--- config.mk ---
export PLATFORM = sky130hd
export DESIGN_NAME = instr_fetch
export DESIGN_NICKNAME = d
export VERILOG_FILES = /design/src/rtl/riscv_pkg.sv /design/src/rtl/instr_fetch.sv
export SDC_FILE = /design/constraint.sdc
export NUM_CORES = 1
export LEC_CHECK = 0
export CORE_ASPECT_RATIO = 0.6
export CORE_UTILIZATION = 36
export CTS_CLUSTER_DIAMETER = 60
export CTS_CLUSTER_SIZE = 12
export DETAILED_ROUTE_END_ITERATION = 10
export GPL_ROUTABILITY_DRIVEN = 0
export PLACE_DENSITY = 0.85
export SLEW_MARGIN = 20
export SYNTH_ARGS = -nofsm -noshare
export SYNTH_HDL_FRONTEND = slang
export SYNTH_SLANG_ARGS = --single-unit
--- constraint.sdc ---
create_clock -name clk -period 1.85 [get_ports clk]
set_clock_uncertainty 0.2 [all_clocks]
set_input_delay 0.37 -clock clk [delete_from_list [all_inputs] [get_ports clk]]
set_output_delay 0.37 -clock clk [all_outputs]
set_load 0.02 [all_outputs]
--- src/rtl/riscv_pkg.sv ---
// Shared RISC-V front-end types: data width, the canonical NOP encoding and
// the fetch-stage state encoding.
package riscv_pkg;

  localparam int XLEN = 32;

  // addi x0,x0,0
  localparam logic [XLEN-1:0] NOP_INSTR = 32'h0000_0013;

  typedef enum logic [1:0] {
    FETCH = 2'd0,
    WAIT  = 2'd1,
    HOLD  = 2'd2,
    FAULT = 2'd3
  } fetch_state_t;

endpackage

--- src/rtl/instr_fetch.sv ---
// Multicycle instruction fetch stage: owns PC, OldPC and IR.
// One word read per instruction over a valid/ready memory port. The fetched
// word sits in IR until the controller pulses advance with the next PC.
// Optional feature macro: IFETCH_MISALIGN_TRAP_EN
//   defined   -> a misaligned pc_next traps into a sticky FAULT state
//   undefined -> pc_next is silently word-aligned, fetch_fault tied low
module instr_fetch
  import riscv_pkg::*;
#(
  parameter logic [XLEN-1:0] RESET_PC  = 32'h0000_0000,
  parameter logic [XLEN-1:0] NOP_INSTR = riscv_pkg::NOP_INSTR
) (
  input  logic            clk,
  input  logic            rst_n,
  output logic            mem_req_valid,
  input  logic            mem_req_ready,
  output logic [XLEN-1:0] mem_addr,
  input  logic            mem_rsp_valid,
  input  logic [XLEN-1:0] mem_rdata,
  input  logic            advance,
  input  logic [XLEN-1:0] pc_next,
  output logic [XLEN-1:0] instr,
  output logic            instr_valid,
  output logic [XLEN-1:0] pc,
  output logic [XLEN-1:0] old_pc,
  output logic            fetch_fault
);

  fetch_state_t    state;
  logic [XLEN-1:0] pc_q;
  logic [XLEN-1:0] old_pc_q;
  logic [XLEN-1:0] ir_q;
  logic            ivld_q;
`ifdef IFETCH_MISALIGN_TRAP_EN
  logic            fault_q;
`endif

  // Fetch FSM plus PC / OldPC / IR / valid state; each state only listens to
  // the one input that is legal for it, so stray rsp/advance pulses are dropped.
  always_ff @(posedge clk or negedge rst_n) begin
    if (!rst_n) begin
      state    <= FETCH;
      pc_q     <= RESET_PC;
      old_pc_q <= RESET_PC;
      ir_q     <= NOP_INSTR;
      ivld_q   <= 1'b0;
`ifdef IFETCH_MISALIGN_TRAP_EN
      fault_q  <= 1'b0;
`endif
    end else begin
      unique case (state)
        FETCH: begin
          if (mem_req_ready) state <= WAIT;
        end
        WAIT: begin
          if (mem_rsp_valid) begin
            ir_q     <= mem_rdata;
            old_pc_q <= pc_q;
            ivld_q   <= 1'b1;
            state    <= HOLD;
          end
        end
        HOLD: begin
          if (advance) begin
            ivld_q <= 1'b0;
`ifdef IFETCH_MISALIGN_TRAP_EN
            // Keep the offending target visible on pc for the trap handler.
            pc_q <= pc_next;
            if (pc_next[1:0] != 2'b00) begin
              fault_q <= 1'b1;
              ir_q    <= NOP_INSTR;
              state   <= FAULT;
            end else begin
              state   <= FETCH;
            end
`else
            pc_q  <= pc_next & ~32'h3;
            state <= FETCH;
`endif
          end
        end
        default: begin
          // FAULT is terminal until reset.
          state <= state;
        end
      endcase
    end
  end

  // Moore outputs; the request is also gated by reset so nothing is issued
  // while rst_n is held low.
  always_comb begin
    mem_req_valid = rst_n && (state == FETCH);
    mem_addr      = pc_q;
    instr         = ir_q;
    instr_valid   = ivld_q;
    pc            = pc_q;
    old_pc        = old_pc_q;
`ifdef IFETCH_MISALIGN_TRAP_EN
    fetch_fault   = fault_q;
`else
    fetch_fault   = 1'b0;
`endif
  end

endmodule

==> results of run 1 <==
[kinds of logic (layout without fill, tap and decap cells)]
group                    after synthesis  after routing  synth area share [%]
AO/OA/AOI/OAI                          4              4                  1.24
adder cells (fa/ha/maj)                6              6                  1.90
buffers and inverters                 49            221                  8.46
flip-flops                            95             95                  60.3
multiplexers                          94             94                  26.8
other                                  1              7                0.0950
AND/OR/NAND/NOR                        9              9                  1.24
[power by group]
part	internal (mW)	leakage, nW	switching [mW]
registers	3.17	1.13	0.663
clock network	0.951	0.125	0.745
logic	2.73	1.56	3.08
[registers in the layout, indices dropped and copies added (netlist names)]
signal	flops
instr	32
mem_addr	30
old_pc	30
state	2
instr_valid	1
[stage by stage]
| step | setup WS [ns] | utilization [%] | cell area (um^2) | TNS (ns) |
|---|---|---|---|---|
| after global placement | -0.132 | 55.2 | 5870 | -7.19 |
| after global routing | -0.00644 | 56.7 | 6020 | -0.00900 |
| after CTS | -0.00143 | 56.5 | 6010 | -0.00143 |
| final | 0.0432 | 56.7 | 6020 | 0 |
| after floorplan | 0.0423 | - | 3970 | 0 |
| after detailed placement | -0.183 | 55.2 | 5870 | -9.14 |
[final cells by class]
class	instances	area share [%]
Clock buffer	12	4.09
Clock inverter	4	0.519
Inverter	3	0.187
Multi-Input combinational cell	120	21.2
Sequential cell	95	39.5
Tap cell	139	2.89
Timing Repair Buffer	202	31.6
[per-layer routing]
layer | wire length (um) | vias to the layer above | share of wire (%) | global-route usage [%]
met5 | 0 | - | 0 | 0
met4 | 109 | 0 | 1.3 | 5.00
met3 | 843 | 10 | 9.7 | 6.41
met2 | 4120 | 123 | 47 | 26.0
met1 | 3620 | 1262 | 42 | 19.0
li1 | - | 1187 | - | -
[worst reg2reg max path: stages, from the launching register on]
cell	delay (ns)
dfrtp_1	0.38
inv_2	0.05
ha_2	0.18
nor2b_1	0.16
a2111oi_4	0.38
mux2_4	0.34
[worst paths after layout]
kind                               to  startpoint  cells past startpoint  slack [ns]
min in group asynchronous    instr[2]       rst_n                      3        0.51
setup / recovery             state[1]    state[0]                      5        0.04
hold / removal             old_pc[10]  old_pc[10]                      1        0.30
hold reg to reg            old_pc[10]  old_pc[10]                      1        0.30
setup reg to reg             state[1]    state[0]                      5        0.04
max in group asynchronous   instr[29]       rst_n                      3        0.54
[cells in the final DEF, fill, tap and decap left out]
master / n
mux2_4: 1
clkinvlp_4: 3
dlygate4sd3_1: 1
mux2_2: 92
clkinv_4: 1
a2111oi_4: 1
clkdlybuf4s50_1: 65
clkbuf_1: 2
nor2b_1: 5
buf_4: 7
inv_2: 2
nand2_2: 2
ha_2: 3
mux2i_1: 1
ha_1: 3
dfstp_2: 3
dlymetal6s2s_1: 1
nand2_1: 1
and2_4: 1
a211oi_1: 2
conb_1: 7
clkbuf_16: 9
o22ai_1: 1
dfrtp_1: 92
dlygate4sd2_1: 122
clkbuf_8: 1
inv_1: 1
buf_6: 1
buf_12: 5
[what timing repair did]
action,in CTS,in global routing
setup endpoints to repair,143,3
resized for setup,129,8
pin swaps,0,1
hold buffers,1,0
endpoints found under the hold margin,92,0
==> results.cfg, run 1 <==
[floorplanning]
start_util_pct = 37.1
dieArea_um2 = 11400
coreArea_um2 = 10600
die_x_um = 137
die_y_um = 83.1
ioPinCount = 200
num_rows = 29

[power]
ir_worst_vdd_mv = 0.984
power_mw = 11.3
leakage_nw = 2.82
pwr_density_cell_nw_per_um2 = 1880

[clocking]
clockBufferDepth = 2
cts_buffers = 9
clock_latency_ns = 0.33
cts_tree = done
clockRootBuffer = clkbuf_16
cts_setup_buffers = 0
cts_sinks = 95
path_clk_slew_ns = 0.06
htree_levels = 3

[grt]
antenna_found_initial = 0
track_usage_pct = 15.9
grt_max_degree = 96
grt_pass1_vias = 2702
overflow = 0
grt_pass1_wl_um = 13700

[run]
drv_cap = 0

[cells_and_area]
finalNetCount = 506
finalNonFillerCells = 575
fill_cells = 906
multi_input_area_um2 = 1270
drive_gt1_share_pct = 30.3
antenna_cells = 0
syn2layout_area_growth_pct = 52.6
register_area_um2 = 2380

[critical_path]
crit_fanout = 3
cpPeakStageDelay_ns = 0.38
path_cells = inv_2, ha_2, nor2b_1, a2111oi_4, mux2_4
critPathTopFamily = flip-flops
crit_slowest_cell = dfrtp_1
arrival_ns = 1.81
worst-path-buf-inv = 1
critPathRequiredTime_ns = 1.86
worstSetupPathType = reg2reg
cp-end-kind = flip-flop
critPathLaunchType = flip-flop

[detailed_routing]
first_pass_iters = 3
drtAntennaViolNets = 0
drt_wl_total_um = 8680
drt-initial-drc-count = 32
post_drt_wl_per_cell_um = 15.1
vias = 2582
route.detailed.drc = 0
vias_per_cell = 4.49

[placed_design]
port_buffers = 190
dp_cells = 558
hpwl_um = 6380

[synthesis]
syn_area_um2 = 3950
seq_area_frac_synth_pct = 60.3
async_flop_share_pct = 100
synth_area_leaders = dfrtp_1 58%, mux2_2 27%, buf_4 7.0%
yosysWarnings = 0
ys_ff_latch = 95
synthDistinctLibCells = 15
synth_edf_count = 0
synth_top_area_cell = dfrtp_1
yosys.cell_count.top_type = mux2_2
avgSynthCellArea_um2 = 15.3
synth_top_area_share_pct = 58.3
synth_top_cells_by_count = 93 x mux2_2, 92 x dfrtp_1, 37 x buf_4
synthCells = 258
synth-main-ff-cell = dfrtp_1

[timing]
finalCritPeriodShare_pct = 97.7
period_needed_ns = 1.81
fmax_ghz = 0.553
worst_pin_slew_ns = 0.503
finalHoldViolCount = 0
slew_viol_final = 0
setup_violations = 0
maxSlewHeadroom_pct = 66.5
whs_ns = 0.299

[status]
status = finished clean

[worst_hold_path]
hold_path_class = reg2reg
Power figures use the tool's default switching activity.
==> inputs of run 2 (changes only) <==
==> constraint.sdc (replaced) <==
create_clock -name clk -period 1.85 [get_ports clk]
set_clock_uncertainty 0.2 [all_clocks]
set_input_delay 0.37 -clock clk [delete_from_list [all_inputs] [get_ports clk]]
set_output_delay 0.37 -clock clk [all_outputs]
set_load 0.005 [all_outputs]
==> run 2 against run 1 <==
The flow now finishes with violations (setup timing). Register-to-register slack got worse by 0.05 ns. Sequential power about the same. Sequential cell count is the same. Critical path depth unchanged. Hold slack better by 0.0056 ns. Global-route usage increased by 0.76 points. Final area increased by 7.6%. Largest cell class unchanged.
==> results.cfg, run 2 (synthesis results as in run 1) <==
[detailed_routing]
drtAntennaViolNets = 0
vias = 2706
vias_per_cell = 4.53
drt-initial-drc-count = 41
route.detailed.drc = 0
drt_wl_total_um = 9510
first_pass_iters = 5
post_drt_wl_per_cell_um = 15.9

[critical_path]
path_cells = buf_6, ha_4, nor2b_1, a2111oi_4, mux2_4
critPathTopFamily = flip-flops
worstSetupPathType = reg2reg
cp-end-kind = flip-flop
crit_fanout = 4
r2r_slack_ns = -0.002
crit_slowest_cell = dfrtp_1
arrival_ns = 1.87
worst-path-buf-inv = 1
cpPeakStageDelay_ns = 0.40
critPathLaunchType = flip-flop
critPathRequiredTime_ns = 1.87

[cells_and_area]
finalNetCount = 528
largest_reg_flops = 32
finalNonFillerCells = 597
final_cell_mix = 146 x clkdlybuf4s50_1, 92 x mux2_2, 92 x dfrtp_1
final_common_cell = clkdlybuf4s50_1
final_core_utilization_pct = 61.0
syn2layout_area_growth_pct = 64.2
antenna_cells = 0
drive_gt1_share_pct = 33.8
fin_area_um2 = 6480

[grt]
antenna_found_initial = 0
grt_max_degree = 96
grt_pass1_vias = 2781
track_usage_pct = 16.7
grt_pass1_wl_um = 14300
overflow = 0

[timing]
finalHoldViolCount = 0
slew_viol_final = 0
setup_violations = 1
fmax_ghz = 0.540
rsz0062_at_grt = yes
period_needed_ns = 1.85
finalCritPeriodShare_pct = 100
whs_ns = 0.305
fin_ws_ns = -0.00189

[clocking]
clockBufferDepth = 2
cts_tree = done
cts_buffers = 9
cts_sinks = 95
clockRootBuffer = clkbuf_16
htree_levels = 3
clock_latency_ns = 0.33
path_clk_slew_ns = 0.06

[floorplanning]
ioPinCount = 200
die_y_um = 83.1
die_x_um = 137
dieArea_um2 = 11400
num_rows = 29
coreArea_um2 = 10600
start_util_pct = 37.1

[status]
status = finished with violations
violations = setup timing

[placed_design]
hpwl_um = 6450
place_area_um2 = 5860
pre_cts_ws_ns = -0.177
port_buffers = 190
dp_cells = 557

[power]
leakage_nw = 3.07
pwr_density_cell_nw_per_um2 = 1730
ir_worst_vdd_mv = 0.899

[run]
drv_cap = 0

[worst_hold_path]
hold_path_class = reg2reg
run 2: repair_timing:
| action | in CTS | in global routing |
|---|---|---|
| hold buffers | 1 | 0 |
| pin swaps | 1 | 2 |
| endpoints found under the setup margin | 26 | 58 |
| endpoints found under the hold margin | 92 | 0 |
| resized for setup | 24 | 37 |
| buffers inserted | 12 | 12 |
run 2: cell type report:
cell class              instances  area [um^2]
repair buffers                224         2290
clock buffers                  12          256
inverters                       3         13.8
multi-input cells             120         1320
flip-flops and latches         95         2380
well taps                     139          174
clock inverters                 4         53.8
fillers                       832         4150
run 2: final timing paths:
path                       startpoint         end  depth (start not counted)
setup / recovery             state[0]    state[1]                          5
hold / removal             old_pc[30]  old_pc[30]                          1
setup reg to reg             state[0]    state[1]                          5
hold reg to reg            old_pc[30]  old_pc[30]                          1
max in group asynchronous       rst_n   instr[27]                          3
min in group asynchronous       rst_n    instr[2]                          3
run 2: layer usage:
layer | global-route usage, % | vias to the layer above | wire length [um]
li1 | - | 1226 | -
met1 | 19.4 | 1344 | 3930
met2 | 28.3 | 127 | 4670
met3 | 6.59 | 9 | 814
met4 | 4.60 | 0 | 101
met5 | 0 | - | 0
run 2: worst reg2reg max path, stage by stage, from the launching register on:
cell	delay, ns
dfrtp_1	0.40
buf_6	0.14
ha_4	0.17
nor2b_1	0.15
a2111oi_4	0.35
mux2_4	0.33
run 2: power by group:
group          internal (mW)  switching [mW]  total [mW]
clock                   1.12           0.757        1.88
combinational           3.81            1.68        5.49
sequential              3.18           0.693        3.87
run 2: through the flow:
step / setup TNS (ns) / power (mW)
finish: -0.00189 / 11.2
global route: -0.143 / 11.9
CTS: -0.0279 / 11.3
detailed placement: -9.49 / 9.10
global placement: -7.05 / 8.90
floorplan: 0 / 6.04
==> inputs of run 3 (changes only) <==
--- a/config.mk
+++ b/config.mk
@@ -5,6 +5,7 @@
 export SDC_FILE = /design/constraint.sdc
 export NUM_CORES = 1
 export LEC_CHECK = 0
+export CAP_MARGIN = 20
 export CORE_ASPECT_RATIO = 0.6
 export CORE_UTILIZATION = 36
 export CTS_CLUSTER_DIAMETER = 60
==> results of run 3 <==
Final layout, timing and power as in run 2 (identical DEF).
